**src/rtl/mmu_wrr_dma_scheduler.sv**
```systemverilog
// Weighted round-robin arbiter sharing one DMA request channel among N_REQ MMU regions,
// with a parallel {id,len} ordering record. Define WRR_STATS_EN for per-region grant counters.
module mmu_wrr_dma_scheduler #(
  parameter int N_REQ    = 4,
  parameter int REQ_BITS = 128,
  parameter int LEN_BITS = 28,
  parameter int WGT_BITS = 4,
  localparam int ID_BITS = (N_REQ > 1) ? $clog2(N_REQ) : 1
) (
  input  logic                          aclk,
  input  logic                          aresetn,
  input  logic [N_REQ*WGT_BITS-1:0]     cfg_weight,
  input  logic [N_REQ-1:0]              s_req_valid,
  output logic [N_REQ-1:0]              s_req_ready,
  input  logic [N_REQ*REQ_BITS-1:0]     s_req_data,
  input  logic [N_REQ*LEN_BITS-1:0]     s_req_len,
  output logic                          m_req_valid,
  input  logic                          m_req_ready,
  output logic [REQ_BITS-1:0]           m_req_data,
  output logic                          m_mux_valid,
  input  logic                          m_mux_ready,
  output logic [ID_BITS+LEN_BITS-1:0]   m_mux_data
`ifdef WRR_STATS_EN
  ,
  output logic [N_REQ*32-1:0]           stat_grants
`endif
);

  typedef enum logic {ARB, HOLD} state_t;

  state_t                       state_q, state_d;
  logic [ID_BITS-1:0]           cur_q, cur_d;
  logic [WGT_BITS-1:0]          credit_q, credit_d;
  logic                         req_vld_q, req_vld_d;
  logic                         mux_vld_q, mux_vld_d;
  logic [REQ_BITS-1:0]          req_data_q, req_data_d;
  logic [ID_BITS+LEN_BITS-1:0]  mux_data_q, mux_data_d;

  logic [ID_BITS-1:0]           scan_g, grant_g, cand;
  logic [WGT_BITS-1:0]          wgt_g;
  logic                         found, keep, slot_free, grant;

  // Slot is reusable when every set flag is being consumed this cycle.
  assign slot_free = (!req_vld_q || m_req_ready) && (!mux_vld_q || m_mux_ready);
  assign keep      = s_req_valid[cur_q] && (credit_q != '0);
  assign grant     = aresetn && slot_free && (|s_req_valid);
  assign grant_g   = keep ? cur_q : scan_g;
  assign wgt_g     = cfg_weight[int'(grant_g)*WGT_BITS +: WGT_BITS];

  always_comb begin
    found  = 1'b0;
    scan_g = '0;
    cand   = '0;
    for (int i = 1; i <= N_REQ; i++) begin
      cand = ID_BITS'((int'(cur_q) + i) % N_REQ);
      if (!found && s_req_valid[cand]) begin
        found  = 1'b1;
        scan_g = cand;
      end
    end
  end

  always_comb begin
    state_d     = state_q;
    cur_d       = cur_q;
    credit_d    = credit_q;
    req_vld_d   = req_vld_q && !m_req_ready;
    mux_vld_d   = mux_vld_q && !m_mux_ready;
    req_data_d  = req_data_q;
    mux_data_d  = mux_data_q;
    s_req_ready = '0;

    unique case (state_q)
      ARB:  state_d = grant ? HOLD : ARB;
      HOLD: state_d = grant ? HOLD : (slot_free ? ARB : HOLD);
      default: state_d = ARB;
    endcase

    if (grant) begin
      s_req_ready[grant_g] = 1'b1;
      req_vld_d  = 1'b1;
      mux_vld_d  = 1'b1;
      req_data_d = s_req_data[int'(grant_g)*REQ_BITS +: REQ_BITS];
      mux_data_d = {grant_g, s_req_len[int'(grant_g)*LEN_BITS +: LEN_BITS]};
      cur_d      = grant_g;
      // A fresh quantum spends one unit of its weight on this grant; weight 0 acts as 1.
      if (keep)
        credit_d = credit_q - 1'b1;
      else if (wgt_g == '0)
        credit_d = '0;
      else
        credit_d = wgt_g - 1'b1;
    end
  end

  always_ff @(posedge aclk or negedge aresetn) begin
    if (!aresetn) begin
      state_q    <= ARB;
      cur_q      <= '0;
      credit_q   <= '0;
      req_vld_q  <= 1'b0;
      mux_vld_q  <= 1'b0;
      req_data_q <= '0;
      mux_data_q <= '0;
    end else begin
      state_q    <= state_d;
      cur_q      <= cur_d;
      credit_q   <= credit_d;
      req_vld_q  <= req_vld_d;
      mux_vld_q  <= mux_vld_d;
      req_data_q <= req_data_d;
      mux_data_q <= mux_data_d;
    end
  end

  assign m_req_valid = req_vld_q;
  assign m_mux_valid = mux_vld_q;
  assign m_req_data  = req_data_q;
  assign m_mux_data  = mux_data_q;

`ifdef WRR_STATS_EN
  logic [31:0] grants_q [N_REQ];

  always_ff @(posedge aclk or negedge aresetn) begin
    if (!aresetn) begin
      for (int r = 0; r < N_REQ; r++) grants_q[r] <= '0;
    end else begin
      for (int r = 0; r < N_REQ; r++)
        if (s_req_valid[r] && s_req_ready[r] && (grants_q[r] != '1))
          grants_q[r] <= grants_q[r] + 32'd1;
    end
  end

  always_comb begin
    stat_grants = '0;
    for (int r = 0; r < N_REQ; r++) stat_grants[r*32 +: 32] = grants_q[r];
  end
`endif

endmodule
```
**config.mk**
```make
export PLATFORM = sky130hd
export DESIGN_NAME = mmu_wrr_dma_scheduler
export DESIGN_NICKNAME = d
export VERILOG_FILES = /design/src/rtl/mmu_wrr_dma_scheduler.sv
export SDC_FILE = /design/constraint.sdc
export NUM_CORES = 1
export LEC_CHECK = 0
export ABC_AREA = 1
export BUFFER_PORTS_ARGS = -buffer_cell sky130_fd_sc_hd__buf_4
export CAP_MARGIN = 30
export CORE_AREA = 10 10 311 313
export CTS_CLUSTER_DIAMETER = 120
export DETAILED_ROUTE_END_ITERATION = 10
export DIE_AREA = 0 0 321 323
export PLACE_DENSITY = 0.32
export SETUP_SLACK_MARGIN = 0.05
export SYNTH_ARGS = -nofsm -noshare
export SYNTH_HDL_FRONTEND = slang
export SYNTH_SLANG_ARGS = --single-unit
```
**constraint.sdc**
```tcl
create_clock -name aclk -period 2 [get_ports aclk]
set_input_delay 0.1 -clock aclk [delete_from_list [all_inputs] [get_ports aclk]]
set_output_delay 0.1 -clock aclk [all_outputs]
set_load 0.03 [all_outputs]
```
==> results of run 1 <==
==> cell type report <==
type,count,share of cell area
diodes,8,0.0007267
clock buffers,21,0.01672
well taps,1186,0.05387
repair buffers,1521,0.5059
inverters,24,0.004678
flip-flops and latches,164,0.1491
clock inverters,11,0.005496
multi-input cells,1380,0.2628
repair inverters,2,0.0006813
==> worst max-delay path: stages, from the launching register on <==
cell and delay (ns):
dfrtp_2 0.47, clkinvlp_4 0.17, nand2_2 0.10, nand3_2 0.07, nand2_2 0.15, nand3_4 0.12
nand2_4 0.12, nand3_4 0.10, nand2_8 0.11, buf_12 0.17, clkinv_16 0.10, clkbuf_16 0.20
buf_6 0.13, nor2_4 0.09, nor2_1 0.04, o21ai_1 0.12, a31oi_1 0.12
==> power groups by stage <==
stage / combinational [W] / clock [W] / sequential, W
finish: 0.0482 / 0.00375 / 0.00599
global route: 0.0519 / 0.00407 / 0.00619
CTS: 0.0398 / 0.00393 / 0.00599
detailed placement: 0.0358 / 0 / 0.00602
global placement: 0.0360 / 0 / 0.00599
floorplan: 0.0185 / 0 / 0.00884
==> routing by layer <==
layer / up-vias / GRT usage / wire [um]
met5: - / 0 / 34
met4: 6 / 0.05056 / 2396
met3: 97 / 0.04386 / 5410
met2: 638 / 0.2792 / 45910
met1: 8383 / 0.1712 / 34800
li1: 8535 / - / -
==> stage by stage <==
step | setup TNS, ns | hold WS (ns) | util | power [W] | setup WS (ns)
CTS | -69.42 | 0.00006950 | 0.2832 | 0.04971 | -0.5845
detailed placement | -53.87 | 0.1815 | 0.2155 | 0.04180 | -0.4638
finish | -72.35 | 0.03131 | 0.3033 | 0.05793 | -0.5444
floorplan | -17.72 | -0.1956 | - | 0.02733 | -0.1371
global route | -100.88 | 0.003840 | 0.3032 | 0.06222 | -0.7142
global placement | -51.80 | 0.1955 | 0.2155 | 0.04197 | -0.4586
==> cells by family (layout without fill, tap and decap cells) <==
logic type	Yosys count	in the layout
buffers and inverters	164	1579
AND/OR/NAND/NOR	891	891
adder cells (fa/ha/maj)	1	1
flip-flops	164	164
AO/OA/AOI/OAI	487	487
XOR/XNOR	1	1
other	0	8
==> registers in the layout, indices dropped and copies added (netlist names) <==
name / cells
m_req_data: 128
m_mux_data: 28
credit_q: 4
cur_q: 2
m_mux_valid: 1
m_req_valid: 1
==> synthesized netlist by cell type <==
| cell | number |
|---|---|
| buf_1 | 3 |
| buf_8 | 1 |
| xor2_1 | 1 |
| inv_1 | 19 |
| nor2_1 | 789 |
| nand2_2 | 10 |
| buf_6 | 14 |
| dfrtp_1 | 164 |
| nand2_4 | 2 |
| and2_1 | 1 |
| a31oi_1 | 156 |
| a41oi_1 | 1 |
| nor3_1 | 1 |
| or2_2 | 1 |
| nand3_2 | 2 |
| nand3b_1 | 4 |
| o21ai_1 | 168 |
| o21ai_0 | 155 |
| buf_4 | 18 |
| inv_2 | 4 |
| a22oi_1 | 1 |
| nand3_4 | 3 |
| inv_4 | 1 |
| nand3_1 | 23 |
| buf_2 | 52 |
| a21oi_1 | 6 |
| nand2_1 | 55 |
| clkbuf_1 | 52 |
| ha_1 | 1 |
==> timing repair <==
| item | 4_1_cts | 5_1_grt |
|---|---|---|
| endpoints found under the hold margin | 246 | 0 |
| setup endpoints to repair | 166 | 166 |
| pin swaps | 15 | 93 |
| resized for setup | 101 | 372 |
| hold buffers | 497 | 0 |
| setup buffers | 15 | 17 |
| gates cloned | 4 | 24 |
==> how the worst max path moves through the flow <==
stage | start | to | depth (start not counted) | slack (ns)
2_1_floorplan | cur_q[0] | credit_q[1] | 18 | -0.14
3_3_place_gp | cur_q[0] | m_mux_data[26] | 15 | -0.46
3_5_place_dp | cur_q[0] | m_mux_data[21] | 15 | -0.46
4_1_cts | cur_q[0] | s_req_ready[0] | 15 | -0.58
5_1_grt | cur_q[0] | s_req_ready[3] | 15 | -0.71
6_report | cur_q[0] | m_mux_data[12] | 16 | -0.54
==> impl_results.md, run 1 <==
- Status: finished with violations
- Failing checks: negative setup slack
- RSZ-0062 raised after global routing: true
- Finish-stage setup viols: 165
- Compound-Gate Fraction of Synth Area: 0.2373
- Share of layout cells above drive strength 1: 0.4121
- R2R depth: 16
- Crit path DAT: 2.90 ns
- Combinational Power Share: 0.832
- Reg-to-Reg End: m_mux_data[12]
- Via density: 4.091
- H-tree levels: 4
- Worst-Skew Late Latency: 0.50 ns
- Row count: 111
- GP Congestion: 0.8839
- Vias in the first global route: 18,780
- Starting Density: 0.1224
- Largest family of logic cells by synthesized area: simple AND/OR/NAND/NOR gates
- CTS tree: done
- Core area: 90,830 um2
- Total GRT Usage: 0.1541
- Largest net degree at the start of global routing: 90
- XOR/XNOR Fraction of Synth Area: 0.0007877
- Critical Path Fanout Max: 8
- Hold Path Depth: 5
- Synth top area share: 0.3691
- Area grow syn2layout: 147.7%
- # fillers: 9,802
- Avg Inst Size Synth: 6.510 um2
- Flop pwr share: 0.103
- Worst vdd ir: 898.5 uV
- Register area: 4106 um2
- Clock Path Buffers: 2
- Slew of the pin with the lowest slew margin: 0.6804 ns
- Required time of the critical path: 2.36 ns
- Distinct cells, synth: 29
- Critical Path Source Type: flop
- Post-Route WL: 88,550 um
- Sw Share: 0.5176
- Fin crit share: 1.272
- Total CTS buffers: 17
- Power Dens Cells: 2103 nW/um2
- Gr ovfl total: 0
- Clock share of power: 0.065
- Clk slew on worst S/H paths: 0.07 ns
- Via count: 17,660
- Clk sinks: 164
- Max Fclk: 393.0 MHz
- Post-Syn Area: 11,120 um2
- First-pass GRT wire length: 120,500 um
- Initial DRC Count: 886
- Die area: 103,700 um2
- Yosys top cell by area: dfrtp_1
- Placed Area: 19,570 um2
- Final std cells w/o fill: 4,317
- Final worst slack: -0.5444 ns
- Fin. Hold Viols: 0
- Seq/Total Area, Yosys: 0.3691
- Most common cell after layout, fill and taps aside: buf_4
- Post-placement cell count: 3,724
- Worst Skew: 0.01860 ns
- Die Y: 323 um
- Worst Hold Path EP: m_req_data[106]
- Final Max Slew Viols: 0
- R2R Path Start: cur_q[0]
- WS Path Type: reg -> reg
- Yosys warning count: 0
- Reg2reg setup slack: -0.54 ns
- Die Width: 321 um
- Lkg Pwr: 12.08 nW
- Dpl hpwl: 65,470 um
- Gate Count Post-Synth: 1,708
- Max Cap Violations: 0
- Max-slew headroom: 0.5464
- Finished Cell Area: 27,550 um2
- Final antenna-violating net count: 0
- Synth Area in Simple Gates: 0.3137
- HP Class: in -> reg
- Clock root buffer: clkbuf_16
- Number of I/O pins: 812
- Tmin final: 2.544 ns
- Most frequent cells in the layout: 911 x buf_4, 638 x nor2_1, 497 x dlygate4sd3_1, 213 x o21ai_1, 162 x dfrtp_1
- Critical Path End Type: flop
- Pint: 0.02795 W
- # DRC: 0
- Syn Nets: 2,357
- Fin nets: 3,759
- Area of the multi-input gates: 7239 um2
- Hold Crit Start: s_req_data[234]
- Sw power: 0.02999 W
- Drt first pass iters: 6
- Post-synthesis mux area share: 0
- Largest cells by area after synthesis: dfrtp_1 37%, nor2_1 27%, a31oi_1 8.8%, o21ai_1 7.6%, o21ai_0 7.0%
- Synth Area in Adders: 0.001125
- Post-synthesis register bit count: 164
- Wire per inst: 20.51 um
- Initial antenna violation count: 14
- IO buf count: 811
Power figures use the tool's default switching activity.
==> inputs of run 2 (changes only) <==
--- a/config.mk
+++ b/config.mk
@@ -8,10 +8,10 @@
 export ABC_AREA = 1
 export BUFFER_PORTS_ARGS = -buffer_cell sky130_fd_sc_hd__buf_4
 export CAP_MARGIN = 30
-export CORE_AREA = 10 10 311 313
+export CORE_AREA = 10 10 304 306
 export CTS_CLUSTER_DIAMETER = 120
 export DETAILED_ROUTE_END_ITERATION = 10
-export DIE_AREA = 0 0 321 323
+export DIE_AREA = 0 0 314 316
 export PLACE_DENSITY = 0.32
 export SETUP_SLACK_MARGIN = 0.05
 export SYNTH_ARGS = -nofsm -noshare
==> constraint.sdc (replaced) <==
create_clock -name aclk -period 3.1 [get_ports aclk]
set_input_delay 0.155 -clock aclk [delete_from_list [all_inputs] [get_ports aclk]]
set_output_delay 0.155 -clock aclk [all_outputs]
set_load 0.03 [all_outputs]
==> impl_results.md, run 2 (synthesis results as in run 1) <==
- GP Congestion: 0.9004 (+1.9%)
- Share of layout cells above drive strength 1: 0.3337 (-0.07841)
- Pre-CTS WS: 0.2858 ns (+0.7497 ns)
- Via density: 4.055 (-0.86%)
- R2R depth: 17 (+1)
- Final Max Slew Viols: 0 (unchanged)
- Fin crit share: 0.9252 (-0.3470)
- Core area: 86,210 um2 (-5.1%)
- Area grow syn2layout: 99.83%
- Drt first pass iters: 5 (-1)
- Final antenna-violating net count: 0 (unchanged)
- Critical Path End Type: flop
- Clk slew on worst S/H paths: 0.08 ns (about the same)
- Setup TNS: 0 ns (+72.35 ns)
- Fin nets: 3,384 (-10%)
- Hold Path Depth: 3 (-2)
- Max FFs per register: 128 (unchanged)
- # DRC: 0 (unchanged)
- Die Width: 314 um (-2.2%)
- Slew of the pin with the lowest slew margin: 0.8480 ns (+0.1676 ns)
- WS Path Type: reg -> reg
- Crit path DAT: 3.25 ns (+0.35 ns)
- H-tree levels: 4 (unchanged)
- Tmin final: 2.868 ns (+0.3238 ns)
- Final worst slack: 0.2318 ns (+0.7762 ns)
- Critical Path Fanout Max: 29 (+21)
- Largest net degree at the start of global routing: 94 (+4.4%)
- Max Cap Violations: 0 (unchanged)
- Max Fclk: 348.7 MHz (-11%)
- Lkg Pwr: 9.936 nW (-18%)
- Die Y: 316 um (-2.2%)
- Number of I/O pins: 812 (unchanged)
- Wire per inst: 21.22 um (+3.4%)
- Fin. Hold Viols: 0 (unchanged)
- Worst vdd ir: 939.5 uV (+4.6%)
- Vias in the first global route: 16,870 (-10%)
- Worst Skew: 0.01382 ns (-0.004786 ns)
- Clk sinks: 164 (unchanged)
- Gr ovfl total: 0 (unchanged)
- Power Dens Cells: 1265 nW/um2 (-40%)
- Initial antenna violation count: 15 (+1)
- Starting Density: 0.1290 (+0.006556)
- Total CTS buffers: 17 (unchanged)
- Die area: 99,220 um2 (-4.3%)
- Clock root buffer: clkbuf_16
- Hold slack: 0.04367 ns (+0.01237 ns)
- Total GRT Usage: 0.1551 (+0.001022)
- Dpl hpwl: 63,060 um (-3.7%)
- Row count: 108 (-2.7%)
- Required time of the critical path: 3.49 ns (+1.13 ns)
- HP Class: in -> reg
- Worst-Skew Late Latency: 0.50 ns (about the same)
- Most frequent cells in the layout: 832 x buf_4, 789 x nor2_1, 289 x dlygate4sd3_1, 168 x o21ai_1, 163 x dfrtp_1
- Max-slew headroom: 0.4347 (-0.1118)
- Most common cell after layout, fill and taps aside: buf_4
- Clock Path Buffers: 2 (unchanged)
- Via count: 15,860 (-10%)
- # fillers: 9,776 (-0.27%)
- First-pass GRT wire length: 114,900 um (-4.6%)
- Final std cells w/o fill: 3,911 (-9.4%)
- Status: finished clean
- Final Util: 0.2577 (-0.04554)
- Post-Route WL: 82,980 um (-6.3%)
- Post-placement cell count: 3,570 (-4.1%)
- IO buf count: 811 (unchanged)
- Critical Path Source Type: flop
- RSZ-0062 raised after global routing: true
- Initial DRC Count: 937 (+5.8%)
- CTS tree: done
- Finish-stage setup viols: 0 (-100%)
## run 2: report_power, final
group          internal (W)  switching, W  total (W)
Combinational       0.00766        0.0142     0.0219
Sequential          0.00319      0.000657    0.00385
Clock               0.00125       0.00114    0.00239
Total                0.0121        0.0160     0.0281
## run 2: critical path, stage by stage (launching register included)
cell and delay, ns:
dfrtp_2 0.48, buf_4 0.19, nand2_1 0.06, nand2_1 0.06
nand2_1 0.09, nand2_2 0.08, inv_2 0.08, nand3_4 0.09
nand2_4 0.10, nand3_4 0.15, nand2_8 0.18, inv_12 0.10
buf_16 0.18, nor2_1 0.10, nor2_1 0.04, o21ai_1 0.11
a31oi_1 0.10, dlygate4sd3_1 0.57
## run 2: layout make-up
cell class / instances / area [um2] / area share
Tap cell: 1155 / 1445 / 0.06504
Inverter: 24 / 112.6 / 0.005068
Clock inverter: 12 / 146.4 / 0.006588
Antenna cell: 8 / 20.02 / 0.0009010
Clock buffer: 20 / 456.7 / 0.02055
Timing Repair Buffer: 1148 / 9743 / 0.4385
Multi-Input combinational cell: 1380 / 6191 / 0.2786
Sequential cell: 164 / 4105 / 0.1848
## run 2: through the flow
step,power [W],instance area [um2]
floorplan,0.01715,11120
global placement,0.02427,18430
detailed placement,0.02423,18430
CTS,0.02761,22000
global route,0.03074,22210
finish,0.02811,22220
## run 2: layer usage
metal	vias up	track usage	part of all wire
li1	7754	-	-
met1	7506	0.1742	0.40
met2	515	0.2768	0.51
met3	80	0.04668	0.065
met4	6	0.05099	0.024
met5	-	0	0.00040
## run 2: final timing paths
check	slack, ns	end	startpoint
setup reg to reg	0.23	m_req_data[20]	cur_q[0]
max in group asynchronous	1.31	m_req_data[37]	aresetn
min in group asynchronous	0.38	m_req_data[100]	aresetn
hold / removal	0.04	m_req_data[120]	s_req_data[120]
setup / recovery	0.23	m_req_data[20]	cur_q[0]
hold reg to reg	0.54	credit_q[1]	credit_q[1]
## run 2: repair_timing
action                     CTS  global route
hold endpoints to repair   215             0
setup buffers                0             5
resized for setup            2             9
cloned                       2             5
hold buffers               289             0
setup endpoints to repair    3            22
pin swaps                    0             2
==> inputs of run 3 (changes only) <==
--- a/config.mk
+++ b/config.mk
@@ -14,6 +14,7 @@
 export DIE_AREA = 0 0 314 316
 export PLACE_DENSITY = 0.32
 export SETUP_SLACK_MARGIN = 0.05
+export SKIP_LAST_GASP = 1
 export SYNTH_ARGS = -nofsm -noshare
 export SYNTH_HDL_FRONTEND = slang
 export SYNTH_SLANG_ARGS = --single-unit
==> constraint.sdc (replaced) <==
create_clock -name aclk -period 3.1 [get_ports aclk]
set_input_delay 0.31 -clock aclk [delete_from_list [all_inputs] [get_ports aclk]]
set_output_delay 0.31 -clock aclk [all_outputs]
set_load 0.03 [all_outputs]
==> impl_results.md, run 3 (synthesis results as in run 1) <==
- Post-Route WL: 81,480 um (-1.8%)
- Final Max Slew Viols: 0 (unchanged)
- Clock root buffer: clkbuf_16
- HP Class: in -> reg
- Largest stage delay, worst path: 0.47 ns (-0.10 ns)
- Finish-stage setup viols: 0 (unchanged)
- Die Y: 316 um (unchanged)
- Slew of the pin with the lowest slew margin: 0.6733 ns (-0.1747 ns)
- Critical Path Fanout Max: 18 (-38%)
- Area grow syn2layout: 73.79%
- Worst Skew: 0.01653 ns (+0.002712 ns)
- Placed Area: 18,480 um2 (+0.26%)
- Finished Cell Area: 19,320 um2 (-13%)
- Fin nets: 3,114 (-8.0%)
- Most common cell after layout, fill and taps aside: buf_4
- GP Congestion: 0.8836 (-1.9%)
- Core area: 86,210 um2 (unchanged)
- Number of I/O pins: 812 (unchanged)
- Max Cap Violations: 0 (unchanged)
- Power Dens Cells: 1392 nW/um2 (+10%)
- Worst-Skew Late Latency: 0.52 ns (+0.02 ns)
- Final antenna-violating net count: 0 (unchanged)
- # DRC: 0 (unchanged)
- Status: finished clean
- Critical Path Source Type: flop
- Via count: 14,860 (-6.3%)
- WS Path Type: reg -> out
- Via density: 4.087 (+0.78%)
- Worst vdd ir: 876.0 uV (-6.8%)
- Total CTS buffers: 17 (unchanged)
- Drt first pass iters: 5 (unchanged)
- Share of layout cells above drive strength 1: 0.3779 (+0.04418)
- Clk sinks: 164 (unchanged)
- Required time of the critical path: 2.79 ns (-0.70 ns)
- Die area: 99,220 um2 (unchanged)
- Fin. Hold Viols: 0 (unchanged)
- Final worst slack: 0.1281 ns (-0.1037 ns)
- Pre-CTS WS: 0.1414 ns (-0.1444 ns)
- IO buf count: 811 (unchanged)
- Die Width: 314 um (unchanged)
- Clk slew on worst S/H paths: 0.07 ns (about the same)
- Max FFs per register: 128 (unchanged)
- Max-slew headroom: 0.5511 (+0.1164)
- Gr ovfl total: 0 (unchanged)
- Crit-path cells: buf_4 -> nand2_1 -> nand2_1 -> nand2_1 -> nand2_2 -> inv_2 -> nand3_4 -> nand2_4 -> nand2_1 -> nand2_2 -> nand2_8 -> buf_4 -> nor2_1 -> buf_4
- Initial antenna violation count: 10 (-5)
- Tmin final: 2.972 ns (+0.1037 ns)
- Dpl hpwl: 63,700 um (+1.0%)
- CTS tree: done
- RSZ-0062 raised after global routing: true
- Max Fclk: 336.5 MHz (-3.5%)
- Clock Path Buffers: 2 (unchanged)
- Crit path DAT: 2.66 ns (-0.59 ns)
- Starting Density: 0.1290 (unchanged)
- Wire per inst: 22.41 um (+5.6%)
- Total GRT Usage: 0.1552 (about the same)
- Final Util: 0.2242 (-0.03358)
- First-pass GRT wire length: 112,600 um (-2.1%)
- Lkg Pwr: 8.761 nW (-12%)
- Most frequent cells in the layout: 849 x buf_4, 789 x nor2_1, 167 x o21ai_1, 162 x dfrtp_1, 156 x a31oi_1
- Largest net degree at the start of global routing: 98 (+4.3%)
- Critical-path top delay cell: dfrtp_2
- Row count: 108 (unchanged)
- H-tree levels: 4 (unchanged)
- Vias in the first global route: 15,380 (-8.8%)
- Initial DRC Count: 1,175 (+25%)
- Critical Path End Type: output pin
- Fin crit share: 0.9587 (+0.03346)
- Most used cell along the critical path: nand2_1
- Setup TNS: 0 ns (unchanged)
-- run 3: changes by cell type in the layout (fill, tap and decap cells not counted), sizes merged --
cell         delta
inv             -5
nand2           +1
buf            +19
clkbuf          -1
clkinv          +2
clkinvlp        +1
diode           -5
dlygate4sd3   -287
bufbuf          +1
bufinv          -2
-- run 3: critical path: cells and delay by family, from the launching register on --
family | cells | cell delay [ns]
buffers and inverters | 4 | 0.66
flip-flops | 1 | 0.47
AND/OR/NAND/NOR | 10 | 1.02
-- run 3: layer usage --
metal  global-route usage  wire length (um)  vias up
li1                     -                 -     7209
met1               0.1732             31410     7088
met2               0.2806             42520      506
met3              0.05452              6496       45
met4              0.03324               983        8
met5                    0                66        -
-- run 3: cell type report --
cell class,instances,area (um2)
Fill cell,9915,66890
Timing Repair Buffer,877,6905
Multi-Input combinational cell,1381,6216
Sequential cell,164,4106
Tap cell,1155,1445
Clock buffer,23,478.0
Inverter,24,112.6
Clock inverter,8,53.80
Antenna cell,3,7.507
-- run 3: timing repair --
action                                  in CTS  in global routing
pin swaps                                    3                  2
hold buffers                                 2                  0
cloned                                       2                  1
endpoints found under the setup margin       4                 65
endpoints found under the hold margin       36                  0
setup buffers                                9                  8
resized for setup                            4                 13
-- run 3: report_power, final --
part / internal, W / switching [W]
Combinational: 0.00715 / 0.0137
Clock: 0.00108 / 0.00110
Sequential: 0.00319 / 0.000695
Total: 0.0114 / 0.0155
-- run 3: worst paths after layout --
check	start	endpoint	slack, ns	depth (start not counted)
worst max-delay path	cur_q[0]	s_req_ready[3]	0.13	14
worst min-delay path	m_mux_ready	m_mux_valid	0.05	4
worst max register to register	cur_q[0]	m_mux_data[11]	0.21	18
worst min register to register	credit_q[2]	credit_q[2]	0.54	2
max in group asynchronous	aresetn	cur_q[1]	1.46	4
min in group asynchronous	aresetn	m_req_data[50]	0.55	3
-- run 3: metrics by stage --
| step | instances | hold WS, ns | total power [W] |
|---|---|---|---|
| floorplan | 1708 | 0.01441 | 0.01715 |
| global placement | 3578 | 0.4999 | 0.02409 |
| detailed placement | 3578 | 0.5142 | 0.02410 |
| CTS | 3622 | 0.004037 | 0.02701 |
| global route | 3633 | 0.03402 | 0.02947 |
| finish | 3635 | 0.05353 | 0.02691 |
